File: src/rtl/dvi_timing_pkg.sv
// Shared types and helpers for the DVI raster sequencer.
// Latency: none; backpressure: none.
package dvi_timing_pkg;

  typedef enum logic [1:0] {IDLE, RUN, DRAIN} state_t;

  typedef logic [11:0] coord_t;

  function automatic coord_t calc_total(input int active, input int fp, input int sync, input int bp);
    return coord_t'(active + fp + sync + bp);
  endfunction

endpackage

File: src/rtl/dvi_pipe_delay.sv
// Fixed-depth shift register with synchronous clear, aligns raster control with fetched pixels.
// Latency: DEPTH cycles; backpressure: none, shifts every cycle.
module dvi_pipe_delay #(
  parameter int WIDTH = 4,
  parameter int DEPTH = 2
) (
  input  logic             clk,
  input  logic             rst,
  input  logic [WIDTH-1:0] din,
  output logic [WIDTH-1:0] dout
);

  logic [WIDTH-1:0] sr [DEPTH];

  always_ff @(posedge clk) begin
    if (rst) begin
      for (int i = 0; i < DEPTH; i++) sr[i] <= '0;
    end else begin
      sr[0] <= din;
      for (int i = 1; i < DEPTH; i++) sr[i] <= sr[i-1];
    end
  end

  assign dout = sr[DEPTH-1];

endmodule

File: src/rtl/dvi_timing_ctrl.sv
// Raster timing generator: issues framebuffer fetches and realigns returned RGB with DE/sync for the TMDS encoders.
// Latency: request 1 cycle after counter, encoder outputs PIPE+1 cycles after request; backpressure: none, free-running raster.
module dvi_timing_ctrl
  import dvi_timing_pkg::*;
#(
  parameter int H_ACTIVE  = 640,
  parameter int H_FP      = 16,
  parameter int H_SYNC    = 96,
  parameter int H_BP      = 48,
  parameter int V_ACTIVE  = 480,
  parameter int V_FP      = 10,
  parameter int V_SYNC    = 2,
  parameter int V_BP      = 33,
  parameter bit HSYNC_POL = 1'b0,
  parameter bit VSYNC_POL = 1'b0,
  parameter int PIPE      = 2
) (
  input  logic        clk,
  input  logic        rst,
  input  logic        enable,
  output logic        req_valid,
  output logic [11:0] req_x,
  output logic [11:0] req_y,
  input  logic [23:0] pix_rgb,
  output logic        enc_de,
  output logic [1:0]  enc_ctrl_b,
  output logic [1:0]  enc_ctrl_g,
  output logic [1:0]  enc_ctrl_r,
  output logic [7:0]  enc_r,
  output logic [7:0]  enc_g,
  output logic [7:0]  enc_b,
  output logic        frame_start,
  output logic        busy
);

  localparam coord_t H_TOT  = calc_total(H_ACTIVE, H_FP, H_SYNC, H_BP);
  localparam coord_t V_TOT  = calc_total(V_ACTIVE, V_FP, V_SYNC, V_BP);
  localparam coord_t H_ACT  = coord_t'(H_ACTIVE);
  localparam coord_t V_ACT  = coord_t'(V_ACTIVE);
  localparam coord_t HS_BEG = coord_t'(H_ACTIVE + H_FP);
  localparam coord_t HS_END = coord_t'(H_ACTIVE + H_FP + H_SYNC);
  localparam coord_t VS_BEG = coord_t'(V_ACTIVE + V_FP);
  localparam coord_t VS_END = coord_t'(V_ACTIVE + V_FP + V_SYNC);

  state_t     state, state_nxt;
  coord_t     hc, vc, hc_nxt, vc_nxt;
  logic       stop_q, stop_nxt;
  logic [3:0] dcnt, dcnt_nxt;
  logic       run, wrap;
  logic       active, hs, vs;
  logic       req_hs, req_vs, req_fs;
  logic       d_act, d_hs, d_vs, d_fs;

  assign wrap   = (hc == H_TOT - 12'd1) && (vc == V_TOT - 12'd1);
  assign active = (hc < H_ACT) && (vc < V_ACT);
  assign hs     = (hc >= HS_BEG) && (hc < HS_END);
  assign vs     = (vc >= VS_BEG) && (vc < VS_END);

  // IDLE with enable already counts as a running cycle so (0,0) is requested immediately.
  always_comb begin
    state_nxt = state;
    stop_nxt  = stop_q;
    dcnt_nxt  = dcnt;
    hc_nxt    = hc;
    vc_nxt    = vc;
    run       = 1'b0;
    case (state)
      IDLE: begin
        stop_nxt = 1'b0;
        if (enable) begin
          state_nxt = RUN;
          run       = 1'b1;
        end
      end
      RUN: begin
        run      = 1'b1;
        stop_nxt = !enable;
        dcnt_nxt = '0;
        if (wrap && stop_q) begin
          state_nxt = DRAIN;
          stop_nxt  = 1'b0;
        end
      end
      DRAIN: begin
        if (dcnt == 4'(PIPE)) state_nxt = IDLE;
        else                  dcnt_nxt  = dcnt + 4'd1;
      end
      default: state_nxt = IDLE;
    endcase
    if (run) begin
      if (hc == H_TOT - 12'd1) begin
        hc_nxt = '0;
        vc_nxt = (vc == V_TOT - 12'd1) ? '0 : vc + 12'd1;
      end else begin
        hc_nxt = hc + 12'd1;
      end
    end else begin
      hc_nxt = '0;
      vc_nxt = '0;
    end
  end

  always_ff @(posedge clk) begin
    if (rst) begin
      state  <= IDLE;
      stop_q <= 1'b0;
      dcnt   <= '0;
      hc     <= '0;
      vc     <= '0;
    end else begin
      state  <= state_nxt;
      stop_q <= stop_nxt;
      dcnt   <= dcnt_nxt;
      hc     <= hc_nxt;
      vc     <= vc_nxt;
    end
  end

  always_ff @(posedge clk) begin
    if (rst) begin
      req_valid <= 1'b0;
      req_x     <= '0;
      req_y     <= '0;
      req_hs    <= 1'b0;
      req_vs    <= 1'b0;
      req_fs    <= 1'b0;
    end else begin
      req_valid <= run && active;
      req_x     <= (run && active) ? hc : '0;
      req_y     <= (run && active) ? vc : '0;
      req_hs    <= run && hs;
      req_vs    <= run && vs;
      req_fs    <= run && active && (hc == '0) && (vc == '0);
    end
  end

  dvi_pipe_delay #(.WIDTH(4), .DEPTH(PIPE)) u_ctrl_dly (
    .clk  (clk),
    .rst  (rst),
    .din  ({req_valid, req_hs, req_vs, req_fs}),
    .dout ({d_act, d_hs, d_vs, d_fs})
  );

  always_ff @(posedge clk) begin
    if (rst) begin
      enc_de      <= 1'b0;
      enc_ctrl_b  <= {~VSYNC_POL, ~HSYNC_POL};
      enc_r       <= '0;
      enc_g       <= '0;
      enc_b       <= '0;
      frame_start <= 1'b0;
    end else begin
      enc_de      <= d_act;
      enc_ctrl_b  <= {d_vs ^ ~VSYNC_POL, d_hs ^ ~HSYNC_POL};
      enc_r       <= d_act ? pix_rgb[23:16] : 8'h00;
      enc_g       <= d_act ? pix_rgb[15:8]  : 8'h00;
      enc_b       <= d_act ? pix_rgb[7:0]   : 8'h00;
      frame_start <= d_fs;
    end
  end

  assign enc_ctrl_g = 2'b00;
  assign enc_ctrl_r = 2'b00;
  assign busy       = (state != IDLE);

endmodule

File: config.mk
export PLATFORM = sky130hd
export DESIGN_NAME = dvi_timing_ctrl
export DESIGN_NICKNAME = d
export VERILOG_FILES = /design/src/rtl/dvi_timing_pkg.sv /design/src/rtl/dvi_pipe_delay.sv /design/src/rtl/dvi_timing_ctrl.sv
export SDC_FILE = /design/constraint.sdc
export NUM_CORES = 1
export LEC_CHECK = 0
export BUFFER_PORTS_ARGS = -buffer_cell sky130_fd_sc_hd__buf_2
export CAP_MARGIN = 20
export CORE_MARGIN = 3
export CORE_UTILIZATION = 50
export DETAILED_ROUTE_END_ITERATION = 12
export GPL_ROUTABILITY_DRIVEN = 0
export GPL_TIMING_DRIVEN = 0
export PLACE_DENSITY = 0.84
export SYNTH_ARGS = -nofsm -noshare
export SYNTH_HDL_FRONTEND = slang
export SYNTH_SLANG_ARGS = --single-unit
export TNS_END_PERCENT = 1
File: constraint.sdc
create_clock -name clk -period 3.3 [get_ports clk]
set_clock_uncertainty 0.15 [all_clocks]
set_input_delay 0 -clock clk [delete_from_list [all_inputs] [get_ports clk]]
set_output_delay 0 -clock clk [all_outputs]
set_load 0.02 [all_outputs]
### After elaboration in Yosys (flattened, before gate mapping)

Memories as Yosys holds them, arrays and structs flattened.
Cells that the tools add are included.

| storage, ports and cells | value |
|---|---|
| flip-flop bits (word level) | 87 |
| memory bits (writable) | 8 |
| input port bits | 27 |
| output and inout port bits | 58 |
| logic and storage cells | 82 |
| memories | 1 |

Memory list:

| memory | words | bits a word | rd ports | clocked after memory_dff | write ports | RTL line | source |
|---|---|---|---|---|---|---|---|
| u_ctrl_dly.sr | 2 | 4 | 2 | 0 | 2 | dvi_pipe_delay.sv:13 | `logic [WIDTH-1:0] sr [DEPTH];` |

| operators by class | value |
|---|---|
| add/sub/neg operators | 3 |
| $lt $le $gt $ge | 6 |
| equality and inequality tests | 9 |
| muxes and demuxes | 16 |
| bitwise gates (word level) | 7 |
| reductions and logical operators | 23 |

Operators with widths:

| cell | number |
|---|---|
| adder 12 x 1 -> 12 bit, second input constant | 2 |
| == test 12 x 10 -> 1 bit, second input constant | 2 |
| logical NOT 12 bit | 2 |
| < comparator 12 x 10 -> 1 bit, second input constant | 2 |
| < comparator 12 x 9 -> 1 bit, second input constant | 2 |
| >= comparator 12 x 10 -> 1 bit, second input constant | 1 |
| >= comparator 12 x 9 -> 1 bit, second input constant | 1 |
| 2-to-1 mux 12 bit | 1 |
| 2-to-1 mux 4 bit | 3 |
| logical AND 1 bit | 10 |
| != test 2 bit, second input constant | 4 |
| one-hot mux 4 bit (2 select lines) | 1 |
| 2-to-1 mux 2 bit | 3 |
| one-hot mux 2 bit (3 select lines) | 1 |
| nonzero test 2 bit | 3 |
| OR reduction 2 bit | 3 |
| 2-to-1 mux 1 bit | 5 |
| inverter 1 bit | 5 |
| adder 4 x 1 -> 4 bit, second input constant | 1 |
| == test 4 x 2 -> 1 bit, second input constant | 1 |
| one-hot mux 1 bit (2 select lines) | 2 |
| AND reduction 3 bit | 1 |
| OR reduction 3 bit | 1 |
| == test 2 x 1 -> 1 bit, second input constant | 1 |
| other kinds (5) | 6 |

### Logic depth before layout (Yosys ltp)

Gate-level depths: netlist (run 1).

| depth | value |
|---|---|
| word-level depth | 5 |
| gate-level depth with buffers | 7 |
| mapped depth without buffers | 6 |

### Hierarchy

From an unflattened synthesis (run 1), not the netlist that was laid out.

| unflattened totals | value |
|---|---|
| cell total of the unflattened synthesis | 342 |
| area, all modules | 3427.0 um^2 |

By module, submodules not included:

| module | instances | cells an instance | area an instance (um^2) | sequential area each (um^2) |
|---|---|---|---|---|
| dvi_timing_ctrl | 1 | 322 | 3186.8 | 1741.7 |
| dvi_pipe_delay | 1 | 20 | 240.2 | 160.2 |

### Least setup slack after synthesis (run 1)

OpenSTA, ideal clock, no wires.

| timing | value |
|---|---|
| path type | reg-to-reg |
| from | reg hc[5] |
| to | reg vc[10] |
| library setup time | 0.070 ns |
| arrival time | 2.162 ns |
| required time | 3.080 ns |
| path slack | 0.918 ns |
| stages on the path, launching flop included | 7 |
| path buffers | 2 |
| clock period less this slack | 2.382 ns |
| path through | dfxtp_1 buf_6 or4b_4 or4_1 buf_2 or4_1 a21oi_1 |

| between the ends | value |
|---|---|
| longest elaborated chain between the ends | 1 |

RTL lines:

| element | RTL line | source |
|---|---|---|
| start: declaration | dvi_timing_ctrl.sv:46 | `coord_t hc, vc, hc_nxt, vc_nxt;` |
| start signal: assignment | dvi_timing_ctrl.sv:114 | `hc <= hc_nxt;` |
| == test 12 x 10 -> 1 bit | dvi_timing_ctrl.sv:91 | `if (hc == H_TOT - 12'd1) begin` |
| end signal: assignment | dvi_timing_ctrl.sv:115 | `vc <= vc_nxt;` |
| end: declaration | dvi_timing_ctrl.sv:46 |  |

No other way between the ends.
A chain may end at the register's enable or synchronous reset.

### Worst setup path after layout (run 1)

| timing | value |
|---|---|
| from | reg hc[4] |
| to | reg stop_q |

| between the ends | value |
|---|---|
| longest elaborated chain between the ends | 5 |

RTL lines:

| element | RTL line | source |
|---|---|---|
| == test 12 x 10 -> 1 bit | dvi_timing_ctrl.sv:54 | `assign wrap = (hc == H_TOT - 12'd1) && (vc == V_TOT - 12'd1);` |
| logical AND 1 bit | dvi_timing_ctrl.sv:54 |  |
| logical AND 1 bit | dvi_timing_ctrl.sv:79 | `if (wrap && stop_q) begin` |
| 2-to-1 mux 1 bit | dvi_timing_ctrl.sv:79 |  |
| one-hot mux 1 bit (2 select lines) | dvi_timing_ctrl.sv:67 | `case (state)` |
| end signal: assignment | dvi_timing_ctrl.sv:112 | `stop_q <= stop_nxt;` |
| end: declaration | dvi_timing_ctrl.sv:47 | `logic stop_q, stop_nxt;` |

No other way between the ends.

==> report_table.html, run 1 <==
<table>
<tr><th>Metric</th><th>Value</th></tr>
<tr><th colspan="2">Outcome</th></tr>
<tr><td>Run status</td><td>complete, no violations</td></tr>
<tr><th colspan="2">Timing</th></tr>
<tr><td>Setup TNS</td><td>0 ns</td></tr>
<tr><td>Unrepaired setup endpoints after global routing</td><td>no</td></tr>
<tr><td>Worst slew pin tran</td><td>0.702 ns</td></tr>
<tr><td>Total setup violations reported at the end of the flow</td><td>0</td></tr>
<tr><td>Final Cycle Share</td><td>0.910</td></tr>
<tr><td>Slew HR</td><td>0.528</td></tr>
<tr><td>Clock period minus final worst setup slack</td><td>3.00 ns</td></tr>
<tr><td>Slew Limit Fails</td><td>0</td></tr>
<tr><td>Maximum clock rate</td><td>333 MHz</td></tr>
<tr><td>Final Hold Violating Endpoints</td><td>0</td></tr>
<tr><th colspan="2">Floorplan</th></tr>
<tr><td>Area enclosed by the die boundary</td><td>0.00762 sq mm</td></tr>
<tr><td>Cell row count</td><td>28</td></tr>
<tr><td>Die outline width</td><td>87.3 um</td></tr>
<tr><td>Core area</td><td>0.00617 sq mm</td></tr>
<tr><td># IOs</td><td>85</td></tr>
<tr><td>Die Span Y</td><td>87.3 um</td></tr>
<tr><td>Initial Utilization</td><td>0.536</td></tr>
<tr><th colspan="2">Synth</th></tr>
<tr><td>Avg Synthesized Cell Area</td><td>10.2 sq um</td></tr>
<tr><td>Commonest cells post-synth</td><td>sky130_fd_sc_hd__dfxtp_1, sky130_fd_sc_hd__and2_1, sky130_fd_sc_hd__nor2_1</td></tr>
<tr><td>Mux contribution to synthesized area</td><td>0.0129</td></tr>
<tr><td>Compound-gate portion of the synthesized area</td><td>0.0583</td></tr>
<tr><td>Adder-cell share of the synthesized area</td><td>0.0227</td></tr>
<tr><td>Dominant cell by count in the synthesized netlist</td><td>sky130_fd_sc_hd__dfxtp_1</td></tr>
<tr><td>FFs w/ async S/R, synth</td><td>0</td></tr>
<tr><td>Yosys synthesis warning count</td><td>0</td></tr>
<tr><td>Yosys reg bits</td><td>95</td></tr>
<tr><td>Number of enable-type register cells in the synthesized netlist</td><td>0</td></tr>
<tr><td>Post-synth design cell area</td><td>0.00331 sq mm</td></tr>
<tr><td>Number of instances in the synthesized netlist</td><td>323</td></tr>
<tr><td>Portion of synthesized cell area occupied by the leading cell type</td><td>0.575</td></tr>
<tr><td>Post-Synth Simple-Gate Area</td><td>0.262</td></tr>
<tr><td>Main combinational cell family by area after synthesis</td><td>simple AND/OR/NAND/NOR gates</td></tr>
<tr><td>Count of unique library cells instantiated by Yosys</td><td>47</td></tr>
<tr><td>Part of the Yosys area used for sequential elements</td><td>0.575</td></tr>
<tr><td>Leading cell types by total area after synthesis</td><td>sky130_fd_sc_hd__dfxtp_1, sky130_fd_sc_hd__and2_1, sky130_fd_sc_hd__nor2_1</td></tr>
<tr><td>Most common flop cell mapped by yosys</td><td>sky130_fd_sc_hd__dfxtp_1</td></tr>
<tr><td>Biggest area consumer among synthesized cells</td><td>sky130_fd_sc_hd__dfxtp_1</td></tr>
<tr><td>Share of the synthesized netlist area taken by xor and xnor gates</td><td>0.0318</td></tr>
<tr><th colspan="2">Global routing</th></tr>
<tr><td>Global router's overall resource usage</td><td>0.193</td></tr>
<tr><td>Initial antenna violation count</td><td>0</td></tr>
<tr><td>Remaining Overflow, GRT</td><td>0</td></tr>
<tr><td>First-pass GRT wire length</td><td>11600 um</td></tr>
<tr><td>Largest net degree at the start of global routing</td><td>16</td></tr>
<tr><td>Via count of the first global-routing pass</td><td>2637</td></tr>
<tr><th colspan="2">Setup path</th></tr>
<tr><td>Arrival time at the worst endpoint</td><td>3.10 ns</td></tr>
<tr><td>Slowest stage cell, crit path</td><td>sky130_fd_sc_hd__dlygate4sd3_1</td></tr>
<tr><td>Most common cell on crit path</td><td>sky130_fd_sc_hd__buf_2</td></tr>
<tr><td>Critical Path Sink Type</td><td>flop</td></tr>
<tr><td>Worst setup path category</td><td>reg2reg</td></tr>
<tr><td>Worst setup slack for register-to-register paths</td><td>0.30 ns</td></tr>
<tr><td>Critical R2R Launch</td><td>hc[4]</td></tr>
<tr><td>CP required</td><td>3.40 ns</td></tr>
<tr><td>Cell depth of the worst flop-to-flop path</td><td>8</td></tr>
<tr><td>Launching instance or port of the critical path</td><td>hc[4]</td></tr>
<tr><td>Cells along the critical path</td><td>buf_2 &gt; or4b_4 &gt; or4_1 &gt; buf_2 &gt; clkbuf_1 &gt; nor3_2 &gt; o41ai_1 &gt; dlygate4sd3_1</td></tr>
<tr><td>Buffers &amp; Inverters on Critical Path</td><td>4</td></tr>
<tr><td>Capturing point of the worst reg2reg path</td><td>stop_q</td></tr>
<tr><td>Crit Path Max Fanout</td><td>10</td></tr>
<tr><td>Family of cells with the greatest summed delay on the critical path</td><td>simple AND/OR/NAND/NOR gates</td></tr>
<tr><td>Startpoint type of the worst setup path</td><td>flop</td></tr>
<tr><td>Largest stage delay on the critical path</td><td>0.56 ns</td></tr>
<tr><td>Endpoint of the worst setup timing path</td><td>stop_q</td></tr>
<tr><td>Logic depth of the worst setup path including buffers</td><td>8</td></tr>
<tr><th colspan="2">CTS</th></tr>
<tr><td>Clock transition at path regs</td><td>0.09 ns</td></tr>
<tr><td>Clock latency at the later pin of the worst-skew pair</td><td>0.36 ns</td></tr>
<tr><td>Clock sink count</td><td>95</td></tr>
<tr><td>H-tree level count</td><td>3</td></tr>
<tr><td>Number of buffers created by CTS</td><td>9</td></tr>
<tr><td>Clock tree from TritonCTS</td><td>yes</td></tr>
<tr><td>Clock root buffer</td><td>sky130_fd_sc_hd__clkbuf_8</td></tr>
<tr><td>Max Root-Sink Buffers</td><td>2</td></tr>
<tr><td>Number of buffers inserted to repair setup after CTS</td><td>0</td></tr>
<tr><th colspan="2">Run</th></tr>
<tr><td>Maximum capacitance violations</td><td>0</td></tr>
<tr><th colspan="2">Power</th></tr>
<tr><td>Power density over the cells</td><td>485 mW/mm^2</td></tr>
<tr><td>Leakage power total</td><td>1.93 nW</td></tr>
<tr><td>Overall power of the completed layout</td><td>2.11 mW</td></tr>
<tr><td>VDD IR-drop max</td><td>0.000406 V</td></tr>
<tr><th colspan="2">Detailed routing</th></tr>
<tr><td>Antenna Nets Post-Route</td><td>0</td></tr>
<tr><td>Mean number of vias per cell</td><td>5.00</td></tr>
<tr><td>DRC marker count from the first detailed-route iteration</td><td>116</td></tr>
<tr><td>Router iterations before antenna repair</td><td>5</td></tr>
<tr><td>Post-detailed-route DRC marker count</td><td>0</td></tr>
<tr><td>Detailed-route wire length per cell</td><td>13.1 um</td></tr>
<tr><td>Final routed wirelength across all metal layers</td><td>6940 um</td></tr>
<tr><td>Total number of vias</td><td>2654</td></tr>
<tr><th colspan="2">Final layout</th></tr>
<tr><td>Summed area of non-filler cells in the final layout</td><td>0.00435 sq mm</td></tr>
<tr><td>Count of antenna diodes in the layout</td><td>0</td></tr>
<tr><td>Layout cell share with drive strength beyond 1</td><td>0.243</td></tr>
<tr><td>Number of nets in the finished design</td><td>485</td></tr>
<tr><td>Area Overhead vs Synth</td><td>31.7%</td></tr>
<tr><th colspan="2">Place</th></tr>
<tr><td>Post-detailed-placement cell area</td><td>0.00383 sq mm</td></tr>
<tr><td>Detailed placement HPWL</td><td>4330 um</td></tr>
<tr><td>I/O Buffers</td><td>80</td></tr>
<tr><th colspan="2">Min path</th></tr>
<tr><td>Type of the worst min-delay path</td><td>reg2reg</td></tr>
</table>
[layout make-up]
type / instances / area, sq um
buffer: 15 / 81.3
clock buffer: 10 / 138
clock inverter: 5 / 81.3
fill: 456 / 1810
inverter: 10 / 37.5
multi-input combinational: 211 / 1320
sequential: 95 / 1900
tap: 75 / 93.8
timing repair buffer: 110 / 701
[repair_timing]
item / 4_1_cts / 5_1_grt
resized for setup: 0 / 1
setup endpoints to repair: 0 / 1
hold buffers: 30 / 0
endpoints found under the hold margin: 33 / 0
[sequential cells by signal (all words and copies together), names as in the netlist]
register,flops
dcnt,4
state,2
req_y,12
req_vs,1
req_valid,1
req_hs,1
frame_start,1
req_x,12
stop_q,1
enc_b,8
hc,12
vc,12
req_fs,1
enc_ctrl_b,2
enc_r,8
u_ctrl_dly.sr,8
enc_g,8
enc_de,1
[per-stage QoR]
step	cells	worst slack, ns	hold slack [ns]	utilization
2_1_floorplan	331	0.918	-0.0784	-
5_1_grt	531	0.134	0.224	0.706
4_1_cts	531	0.218	0.203	0.705
6_report	531	0.297	0.220	0.706
3_3_place_gp	486	0.724	0.0499	0.621
3_5_place_dp	486	0.743	0.0527	0.621
[worst min path at each step]
stage | from | endpoint | slack, ns | depth (start not counted)
2_1_floorplan | rst | u_ctrl_dly.sr[0][6] | -0.08 | 1
3_3_place_gp | pix_rgb[5] | enc_b[5] | 0.05 | 2
3_5_place_dp | pix_rgb[13] | enc_g[5] | 0.05 | 2
4_1_cts | pix_rgb[13] | enc_g[5] | 0.20 | 3
5_1_grt | pix_rgb[21] | enc_r[5] | 0.22 | 3
6_report | u_ctrl_dly.sr[0][6] | enc_ctrl_b[0] | 0.22 | 1
[worst register-to-register path, cell delays in order (launching register included)]
cell and delay, ns:
sky130_fd_sc_hd__dfxtp_1 0.31, sky130_fd_sc_hd__buf_2 0.18, sky130_fd_sc_hd__or4b_4 0.49, sky130_fd_sc_hd__or4_1 0.46
sky130_fd_sc_hd__buf_2 0.18, sky130_fd_sc_hd__clkbuf_1 0.23, sky130_fd_sc_hd__nor3_2 0.24, sky130_fd_sc_hd__o41ai_1 0.11
sky130_fd_sc_hd__dlygate4sd3_1 0.56
[cells in the final DEF, fill, tap and decap left out, types with 5 or more instances in the layout]
| master | netlist | final |
|---|---|---|
| sky130_fd_sc_hd__xnor2_1 | 5 | 5 |
| sky130_fd_sc_hd__nor2b_1 | 10 | 10 |
| sky130_fd_sc_hd__inv_1 | 10 | 10 |
| sky130_fd_sc_hd__dfxtp_1 | 95 | 95 |
| sky130_fd_sc_hd__ha_1 | 6 | 6 |
| sky130_fd_sc_hd__xor2_1 | 7 | 7 |
| sky130_fd_sc_hd__and2_1 | 45 | 45 |
| sky130_fd_sc_hd__conb_1 | 1 | 9 |
| sky130_fd_sc_hd__dlygate4sd3_1 | 0 | 30 |
| sky130_fd_sc_hd__nand4_1 | 5 | 5 |
| sky130_fd_sc_hd__nor2_1 | 23 | 23 |
| sky130_fd_sc_hd__o21ai_0 | 6 | 6 |
| sky130_fd_sc_hd__buf_2 | 2 | 82 |
| sky130_fd_sc_hd__nand3_1 | 10 | 10 |
| sky130_fd_sc_hd__a21oi_1 | 12 | 12 |
| sky130_fd_sc_hd__or4_1 | 5 | 5 |
| sky130_fd_sc_hd__nor3_1 | 7 | 6 |
| sky130_fd_sc_hd__clkbuf_1 | 8 | 8 |
| sky130_fd_sc_hd__nand2_1 | 15 | 15 |
| sky130_fd_sc_hd__clkbuf_8 | 0 | 10 |
[layer usage]
layer	share of wire	up-vias	track usage	routed length, um
li1	-	1325	-	-
met1	0.40	1214	0.205	2760
met2	0.50	96	0.347	3500
met3	0.074	19	0.0558	514
met4	0.025	0	0.0934	172
met5	0	-	0	0
[where the power goes]
part	internal [mW]	switching, mW	total [mW]
clock	0.445	0.384	0.829
combinational	0.0554	0.0570	0.112
sequential	1.16	0.00720	1.17
total	1.66	0.449	2.11
[cells by family (layout without fill, tap and decap cells)]
logic type	after synthesis	count (layout)
XOR/XNOR	12	12
flip-flops	95	95
buffers and inverters	25	150
AO/OA/AOI/OAI	31	31
adder cells (fa/ha/maj)	6	6
other	1	9
multiplexers	4	4
AND/OR/NAND/NOR	149	149
Note: power is estimated with default switching activity, not from simulation.
==> run 2: changes to the inputs <==
--- a/config.mk
+++ b/config.mk
@@ -7,11 +7,11 @@
 export LEC_CHECK = 0
 export BUFFER_PORTS_ARGS = -buffer_cell sky130_fd_sc_hd__buf_2
 export CAP_MARGIN = 20
-export CORE_MARGIN = 3
 export CORE_UTILIZATION = 50
 export DETAILED_ROUTE_END_ITERATION = 12
 export GPL_ROUTABILITY_DRIVEN = 0
 export GPL_TIMING_DRIVEN = 0
+export MAX_ROUTING_LAYER = met4
 export PLACE_DENSITY = 0.84
 export SYNTH_ARGS = -nofsm -noshare
 export SYNTH_HDL_FRONTEND = slang
==> run 2 against run 1 <==
Design area down 0.75%; register-to-register slack worse by 0.05 ns; first-iteration DRC count down 21%; clock power down 17%; via count about the same; cell count up 0.75%; total power down 6.4%; critical endpoint unchanged; highest routed layer unchanged.
==> report_table.html, run 2 (synthesis gave the netlist of run 1 again) <==
<table>
<tr><th>Metric</th><th>Value</th></tr>
<tr><th colspan="2">Setup path</th></tr>
<tr><td>Critical Path Sink Type</td><td>flop (unchanged)</td></tr>
<tr><td>Cells along the critical path</td><td>buf_6 &gt; or4b_4 &gt; or4_1 &gt; buf_2 &gt; clkbuf_1 &gt; nor3_2 &gt; o41ai_1 &gt; dlygate4sd3_1 (was buf_2 &gt; or4b_4 &gt; or4_1 &gt; buf_2 &gt; clkbuf_1 &gt; nor3_2 &gt; o41ai_1 &gt; dlygate4sd3_1)</td></tr>
<tr><td>Worst setup path category</td><td>reg2reg (unchanged)</td></tr>
<tr><td>Largest stage delay on the critical path</td><td>0.56 ns (about the same)</td></tr>
<tr><td>Startpoint type of the worst setup path</td><td>flop (unchanged)</td></tr>
<tr><td>CP required</td><td>3.40 ns (about the same)</td></tr>
<tr><td>Arrival time at the worst endpoint</td><td>3.15 ns (was 3.10 ns)</td></tr>
<tr><td>Cell depth of the worst flop-to-flop path</td><td>8 (unchanged)</td></tr>
<tr><td>Slowest stage cell, crit path</td><td>sky130_fd_sc_hd__dlygate4sd3_1 (unchanged)</td></tr>
<tr><td>Crit Path Max Fanout</td><td>10 (unchanged)</td></tr>
<tr><th colspan="2">Timing</th></tr>
<tr><td>Slew HR</td><td>0.552 (was 0.528)</td></tr>
<tr><td>Final Hold Violating Endpoints</td><td>0 (unchanged)</td></tr>
<tr><td>Worst hold margin</td><td>0.228 ns (was 0.220 ns)</td></tr>
<tr><td>Clock period minus final worst setup slack</td><td>3.05 ns (was 3.00 ns)</td></tr>
<tr><td>Worst slew pin tran</td><td>0.668 ns (was 0.702 ns)</td></tr>
<tr><td>Unrepaired setup endpoints after global routing</td><td>no (unchanged)</td></tr>
<tr><td>Total setup violations reported at the end of the flow</td><td>0 (unchanged)</td></tr>
<tr><td>Slew Limit Fails</td><td>0 (unchanged)</td></tr>
<tr><td>Final Cycle Share</td><td>0.925 (was 0.910)</td></tr>
<tr><td>Setup TNS</td><td>0 ns (unchanged)</td></tr>
<tr><td>Maximum clock rate</td><td>328 MHz (was 333 MHz)</td></tr>
<tr><th colspan="2">CTS</th></tr>
<tr><td>H-tree level count</td><td>3 (unchanged)</td></tr>
<tr><td>Max Root-Sink Buffers</td><td>2 (unchanged)</td></tr>
<tr><td>Clock sink count</td><td>95 (unchanged)</td></tr>
<tr><td>Clock tree from TritonCTS</td><td>yes (unchanged)</td></tr>
<tr><td>Clock root buffer</td><td>sky130_fd_sc_hd__clkbuf_8 (unchanged)</td></tr>
<tr><td>Number of buffers created by CTS</td><td>9 (unchanged)</td></tr>
<tr><td>Clock latency at the later pin of the worst-skew pair</td><td>0.36 ns (about the same)</td></tr>
<tr><td>Clock transition at path regs</td><td>0.09 ns (about the same)</td></tr>
<tr><th colspan="2">Detailed routing</th></tr>
<tr><td>Final routed wirelength across all metal layers</td><td>7100 um (was 6940 um)</td></tr>
<tr><td>Mean number of vias per cell</td><td>4.96 (was 5.00)</td></tr>
<tr><td>DRC marker count from the first detailed-route iteration</td><td>92 (was 116)</td></tr>
<tr><td>Post-detailed-route DRC marker count</td><td>0 (unchanged)</td></tr>
<tr><td>Router iterations before antenna repair</td><td>4 (was 5)</td></tr>
<tr><td>Antenna Nets Post-Route</td><td>0 (unchanged)</td></tr>
<tr><td>Total number of vias</td><td>2653 (was 2654)</td></tr>
<tr><td>Detailed-route wire length per cell</td><td>13.3 um (was 13.1 um)</td></tr>
<tr><th colspan="2">Floorplan</th></tr>
<tr><td>Core area</td><td>0.00635 sq mm (was 0.00617 sq mm)</td></tr>
<tr><td>Area enclosed by the die boundary</td><td>0.00694 sq mm (was 0.00762 sq mm)</td></tr>
<tr><td>Die outline width</td><td>83.3 um (was 87.3 um)</td></tr>
<tr><td>Cell row count</td><td>29 (was 28)</td></tr>
<tr><td>Die Span Y</td><td>83.3 um (was 87.3 um)</td></tr>
<tr><td># IOs</td><td>85 (unchanged)</td></tr>
<tr><td>Initial Utilization</td><td>0.521 (was 0.536)</td></tr>
<tr><th colspan="2">Global routing</th></tr>
<tr><td>Largest net degree at the start of global routing</td><td>17 (was 16)</td></tr>
<tr><td>Met2 GRT Util</td><td>0.375 (was 0.347)</td></tr>
<tr><td>Remaining Overflow, GRT</td><td>0 (unchanged)</td></tr>
<tr><td>Met1 usage in global routing</td><td>0.231 (was 0.205)</td></tr>
<tr><td>Global router's overall resource usage</td><td>0.216 (was 0.193)</td></tr>
<tr><td>Via count of the first global-routing pass</td><td>2465 (was 2637)</td></tr>
<tr><td>Initial antenna violation count</td><td>0 (unchanged)</td></tr>
<tr><td>First-pass GRT wire length</td><td>11500 um (was 11600 um)</td></tr>
<tr><td>Busiest grt layer</td><td>met2 (unchanged)</td></tr>
<tr><td>Global-route met3 utilization</td><td>0.0378 (was 0.0558)</td></tr>
<tr><th colspan="2">Power</th></tr>
<tr><td>Leakage power total</td><td>1.92 nW (was 1.93 nW)</td></tr>
<tr><td>Power density over the cells</td><td>457 mW/mm^2 (was 485 mW/mm^2)</td></tr>
<tr><td>VDD IR-drop max</td><td>0.000357 V (was 0.000406 V)</td></tr>
<tr><th colspan="2">Min path</th></tr>
<tr><td>Type of the worst min-delay path</td><td>in2reg (was reg2reg)</td></tr>
<tr><td>Worst hold path depth</td><td>3 (was 1)</td></tr>
<tr><th colspan="2">Outcome</th></tr>
<tr><td>Run status</td><td>complete, no violations (unchanged)</td></tr>
<tr><th colspan="2">Place</th></tr>
<tr><td>I/O Buffers</td><td>80 (unchanged)</td></tr>
<tr><td>Detailed placement HPWL</td><td>4390 um (was 4330 um)</td></tr>
<tr><th colspan="2">Final layout</th></tr>
<tr><td>Area of the multi-input gates</td><td>0.00132 sq mm (unchanged)</td></tr>
<tr><td>Layout cell share with drive strength beyond 1</td><td>0.240 (was 0.243)</td></tr>
<tr><td>Number of inserted filler cells in the final layout</td><td>445 (was 456)</td></tr>
<tr><td>Area Overhead vs Synth</td><td>30.7% (was 31.7%)</td></tr>
<tr><td>Commonest non-fill, non-tap cell in the layout</td><td>sky130_fd_sc_hd__dfxtp_1 (unchanged)</td></tr>
<tr><td>Commonest cells after routing, fill and taps aside</td><td>sky130_fd_sc_hd__dfxtp_1, sky130_fd_sc_hd__buf_2, sky130_fd_sc_hd__and2_1 (unchanged)</td></tr>
<tr><td>Sequential cell area</td><td>0.00190 sq mm (unchanged)</td></tr>
<tr><td>Count of antenna diodes in the layout</td><td>0 (unchanged)</td></tr>
<tr><td>Number of nets in the finished design</td><td>486 (was 485)</td></tr>
<tr><th colspan="2">Run</th></tr>
<tr><td>Maximum capacitance violations</td><td>0 (unchanged)</td></tr>
</table>
run 2: changes by cell type in the layout (fill, tap and decap cells not counted):
cell | previous run | this run
sky130_fd_sc_hd__bufinv_16 | 2 | 0
sky130_fd_sc_hd__clkbuf_1 | 8 | 10
sky130_fd_sc_hd__clkinv_4 | 0 | 2
sky130_fd_sc_hd__clkbuf_8 | 10 | 9
sky130_fd_sc_hd__clkinvlp_4 | 1 | 0
sky130_fd_sc_hd__dlygate4sd3_1 | 30 | 31
sky130_fd_sc_hd__inv_8 | 0 | 1
run 2: worst paths after layout:
check | from | to | slack, ns
worst min-delay path | pix_rgb[16] | enc_r[0] | 0.23
worst min register to register | u_ctrl_dly.sr[0][6] | enc_ctrl_b[0] | 0.23
worst max-delay path | hc[5] | stop_q | 0.25
worst max register to register | hc[5] | stop_q | 0.25
run 2: worst max-delay path: cells and delay by family, from the launching register on:
family	cells	cell delay [ns]
AND/OR/NAND/NOR	3	1.26
flip-flops	1	0.32
buffers and inverters	4	1.12
AO/OA/AOI/OAI	1	0.10
run 2: layout make-up:
class | count | area share
inverter | 10 | 0.00869
timing repair buffer | 111 | 0.164
tap | 77 | 0.0223
clock buffer | 11 | 0.0304
sequential | 95 | 0.440
buffer | 15 | 0.0188
multi-input combinational | 211 | 0.305
clock inverter | 5 | 0.00984
run 2: metal layers:
layer / routed length (um) / vias to the layer above / share of wire
met4: 224 / 0 / 0.032
li1: - / 1327 / -
met2: 3620 / 99 / 0.51
met1: 2910 / 1208 / 0.41
met5: 0 / - / 0
met3: 342 / 19 / 0.048
run 2: through the flow:
step / util / power [mW] / instances / instance area, sq um / worst slack, ns
final: 0.681 / 1.97 / 535 / 4320 / 0.249
after global routing: 0.681 / 2.04 / 535 / 4320 / 0.0974
after CTS: 0.680 / 1.98 / 535 / 4320 / 0.153
after detailed placement: 0.604 / 1.28 / 488 / 3830 / 0.676
after global placement: 0.604 / 1.28 / 488 / 3830 / 0.732
after floorplan: - / 1.24 / 331 / 3340 / 0.918
run 2: power breakdown:
| part | internal (mW) | switching [mW] | total, mW |
|---|---|---|---|
| sequential | 1.16 | 0.00745 | 1.17 |
| clock | 0.284 | 0.407 | 0.691 |
| combinational | 0.0558 | 0.0583 | 0.114 |
run 2: what timing repair did:
action | CTS | global route
hold endpoints to repair | 34 | 0
setup endpoints to repair | 0 | 1
resized for setup | 0 | 1
hold buffers | 31 | 0
setup buffers | 0 | 0
==> run 3: changes to the inputs <==
==> constraint.sdc (replaced) <==
create_clock -name clk -period 3.7 [get_ports clk]
set_clock_uncertainty 0.15 [all_clocks]
set_input_delay 0 -clock clk [delete_from_list [all_inputs] [get_ports clk]]
set_output_delay 0 -clock clk [all_outputs]
set_load 0.02 [all_outputs]
==> run 3 against run 2 <==
Hold slack worse by 0.00080 ns; total power is 11% lower; utilization is 0.079 points lower; sequential cell count stayed put; cell count stayed put; design area is 0.12% lower; via count is 0.41% higher; maximum frequency is 3.9% lower; critical path type unchanged; register-to-register slack better by 0.27 ns; largest cell class unchanged.
==> report_table.html, run 3 (synthesis gave the netlist of run 1 again) <==
<table>
<tr><th>Metric</th><th>Value</th></tr>
<tr><th colspan="2">Outcome</th></tr>
<tr><td>Run status</td><td>complete, no violations (unchanged)</td></tr>
<tr><th colspan="2">Detailed routing</th></tr>
<tr><td>Detailed-routing wirelength on met1</td><td>2910 um (about the same)</td></tr>
<tr><td>Length of routed met2 wiring</td><td>3600 um (was 3620 um)</td></tr>
<tr><td>Detailed-route wire length per cell</td><td>13.3 um (about the same)</td></tr>
<tr><td>DRC marker count from the first detailed-route iteration</td><td>101 (was 92)</td></tr>
<tr><td>DR top layer</td><td>met4 (unchanged)</td></tr>
<tr><td>Router iterations before antenna repair</td><td>4 (unchanged)</td></tr>
<tr><td>Total number of vias</td><td>2664 (was 2653)</td></tr>
<tr><td>Mean number of vias per cell</td><td>4.98 (was 4.96)</td></tr>
<tr><td>Detailed route wirelength on metal3</td><td>358 um (was 342 um)</td></tr>
<tr><td>Antenna Nets Post-Route</td><td>0 (unchanged)</td></tr>
<tr><td>Final routed wirelength across all metal layers</td><td>7090 um (was 7100 um)</td></tr>
<tr><td>Post-detailed-route DRC marker count</td><td>0 (unchanged)</td></tr>
<tr><th colspan="2">Timing</th></tr>
<tr><td>Final Hold Violating Endpoints</td><td>0 (unchanged)</td></tr>
<tr><td>Slew Limit Fails</td><td>0 (unchanged)</td></tr>
<tr><td>Setup TNS</td><td>0 ns (unchanged)</td></tr>
<tr><td>Slew HR</td><td>0.558 (was 0.552)</td></tr>
<tr><td>Maximum clock rate</td><td>315 MHz (was 328 MHz)</td></tr>
<tr><td>Unrepaired setup endpoints after global routing</td><td>no (unchanged)</td></tr>
<tr><td>Total setup violations reported at the end of the flow</td><td>0 (unchanged)</td></tr>
<tr><td>Clock period minus final worst setup slack</td><td>3.18 ns (was 3.05 ns)</td></tr>
<tr><td>Worst slew pin tran</td><td>0.658 ns (was 0.668 ns)</td></tr>
<tr><td>Final Cycle Share</td><td>0.858 (was 0.925)</td></tr>
<tr><th colspan="2">CTS</th></tr>
<tr><td>Number of buffers created by CTS</td><td>9 (unchanged)</td></tr>
<tr><td>H-tree level count</td><td>3 (unchanged)</td></tr>
<tr><td>Max Root-Sink Buffers</td><td>2 (unchanged)</td></tr>
<tr><td>Clock sink count</td><td>95 (unchanged)</td></tr>
<tr><td>Clock tree from TritonCTS</td><td>yes (unchanged)</td></tr>
<tr><td>Clock transition at path regs</td><td>0.09 ns (about the same)</td></tr>
<tr><td>Clock latency at the later pin of the worst-skew pair</td><td>0.36 ns (about the same)</td></tr>
<tr><td>Number of buffers inserted to repair setup after CTS</td><td>0 (unchanged)</td></tr>
<tr><td>Clock root buffer</td><td>sky130_fd_sc_hd__clkbuf_8 (unchanged)</td></tr>
<tr><th colspan="2">Global routing</th></tr>
<tr><td>First-pass GRT wire length</td><td>11500 um (unchanged)</td></tr>
<tr><td>Remaining Overflow, GRT</td><td>0 (unchanged)</td></tr>
<tr><td>Initial antenna violation count</td><td>0 (unchanged)</td></tr>
<tr><td>Global router's overall resource usage</td><td>0.216 (unchanged)</td></tr>
<tr><td>Via count of the first global-routing pass</td><td>2465 (unchanged)</td></tr>
<tr><td>Largest net degree at the start of global routing</td><td>17 (unchanged)</td></tr>
<tr><th colspan="2">Floorplan</th></tr>
<tr><td>Core area</td><td>0.00635 sq mm (unchanged)</td></tr>
<tr><td>Area enclosed by the die boundary</td><td>0.00694 sq mm (unchanged)</td></tr>
<tr><td>Initial Utilization</td><td>0.521 (unchanged)</td></tr>
<tr><td>Cell row count</td><td>29 (unchanged)</td></tr>
<tr><td>Die outline width</td><td>83.3 um (unchanged)</td></tr>
<tr><td>Die Span Y</td><td>83.3 um (unchanged)</td></tr>
<tr><td># IOs</td><td>85 (unchanged)</td></tr>
<tr><th colspan="2">Setup path</th></tr>
<tr><td>Worst setup slack for register-to-register paths</td><td>0.52 ns (was 0.25 ns)</td></tr>
<tr><td>Critical Path Sink Type</td><td>flop (unchanged)</td></tr>
<tr><td>Worst setup path category</td><td>reg2reg (unchanged)</td></tr>
<tr><td>Crit Path Max Fanout</td><td>10 (unchanged)</td></tr>
<tr><td>Launching instance or port of the critical path</td><td>hc[5] (unchanged)</td></tr>
<tr><td>CP required</td><td>3.80 ns (was 3.40 ns)</td></tr>
<tr><td>Arrival time at the worst endpoint</td><td>3.28 ns (was 3.15 ns)</td></tr>
<tr><td>Capturing point of the worst reg2reg path</td><td>stop_q (unchanged)</td></tr>
<tr><td>Critical R2R Launch</td><td>hc[5] (unchanged)</td></tr>
<tr><td>Cell depth of the worst flop-to-flop path</td><td>8 (unchanged)</td></tr>
<tr><td>Startpoint type of the worst setup path</td><td>flop (unchanged)</td></tr>
<tr><th colspan="2">Final layout</th></tr>
<tr><td>Sequential cell area</td><td>0.00190 sq mm (unchanged)</td></tr>
<tr><td>Count of antenna diodes in the layout</td><td>0 (unchanged)</td></tr>
<tr><td>Area Overhead vs Synth</td><td>30.6% (was 30.7%)</td></tr>
<tr><td>Commonest non-fill, non-tap cell in the layout</td><td>sky130_fd_sc_hd__dfxtp_1 (unchanged)</td></tr>
<tr><td>Number of nets in the finished design</td><td>486 (unchanged)</td></tr>
<tr><td>Area of the multi-input gates</td><td>0.00132 sq mm (about the same)</td></tr>
<tr><td>Number of inserted filler cells in the final layout</td><td>446 (was 445)</td></tr>
<tr><td>Layout cell share with drive strength beyond 1</td><td>0.238 (was 0.240)</td></tr>
<tr><td>Commonest cells after routing, fill and taps aside</td><td>sky130_fd_sc_hd__dfxtp_1, sky130_fd_sc_hd__buf_2, sky130_fd_sc_hd__and2_1 (unchanged)</td></tr>
<tr><td>Share of the core filled with cells in the final layout</td><td>0.680 (was 0.681)</td></tr>
<tr><th colspan="2">Place</th></tr>
<tr><td>Detailed placement HPWL</td><td>4390 um (unchanged)</td></tr>
<tr><td>I/O Buffers</td><td>80 (unchanged)</td></tr>
<tr><th colspan="2">Power</th></tr>
<tr><td>Leakage power total</td><td>1.92 nW (about the same)</td></tr>
<tr><td>VDD IR-drop max</td><td>0.000319 V (was 0.000357 V)</td></tr>
<tr><td>Power density over the cells</td><td>407 mW/mm^2 (was 457 mW/mm^2)</td></tr>
<tr><th colspan="2">Min path</th></tr>
<tr><td>Worst Hold Path EP</td><td>enc_r[0] (unchanged)</td></tr>
<tr><td>Type of the worst min-delay path</td><td>in2reg (unchanged)</td></tr>
<tr><td>Start point of the worst hold path</td><td>pix_rgb[16] (unchanged)</td></tr>
<tr><td>Worst hold path depth</td><td>3 (unchanged)</td></tr>
<tr><th colspan="2">Run</th></tr>
<tr><td>Maximum capacitance violations</td><td>0 (unchanged)</td></tr>
</table>
run 3: cell counts in the layout (fill, tap and decap cells not counted):
No cell type changed its count.
run 3: timing repair:
action	CTS	global route
resized for setup	0	0
hold buffers	31	0
endpoints found under the hold margin	34	0
run 3: worst max-delay path: stages (launching register included):
cell and delay (ns):
sky130_fd_sc_hd__dfxtp_1 0.32, sky130_fd_sc_hd__buf_6 0.13, sky130_fd_sc_hd__or4b_4 0.54, sky130_fd_sc_hd__or4_1 0.47
sky130_fd_sc_hd__buf_2 0.18, sky130_fd_sc_hd__clkbuf_1 0.24, sky130_fd_sc_hd__nor3_1 0.36, sky130_fd_sc_hd__o41ai_1 0.12
sky130_fd_sc_hd__dlygate4sd3_1 0.56
run 3: worst max-delay path by stage:
stage	to	slack, ns	cells past startpoint
2_1_floorplan	vc[10]	1.32	6
3_3_place_gp	vc[0]	1.13	7
3_5_place_dp	vc[0]	1.08	7
4_1_cts	stop_q	0.55	8
5_1_grt	stop_q	0.36	8
6_report	stop_q	0.52	8
run 3: through the flow:
stage               total power, mW  setup slack, ns  area (sq um)  hold WS [ns]  instances
global placement               1.14             1.13          3830        0.0495        488
CTS                            1.76            0.553          4320         0.210        535
floorplan                      1.11             1.32          3340       -0.0784        331
global route                   1.82            0.357          4320         0.234        535
finish                         1.76            0.524          4320         0.227        535
detailed placement             1.14             1.08          3830        0.0518        488
run 3: report_power, final:
| group | total (mW) | internal (mW) | switching [mW] |
|---|---|---|---|
| Sequential | 1.04 | 1.04 | 0.00671 |
| Clock | 0.614 | 0.253 | 0.361 |
| Combinational | 0.102 | 0.0498 | 0.0520 |
| Total | 1.76 | 1.34 | 0.420 |
run 3: area by class of cell:
class,instances,area share
clock inverters,5,0.00986
multi-input cells,211,0.305
flip-flops and latches,95,0.441
inverters,10,0.00870
well taps,77,0.0223
repair buffers,111,0.165
plain buffers,15,0.0188
clock buffers,11,0.0304
run 3: routing by layer:
layer / track usage / vias to the layer above
met1: 0.231 / 1220
met4: 0.124 / 0
met2: 0.375 / 98
li1: - / 1327
met3: 0.0378 / 19
met5: - / -
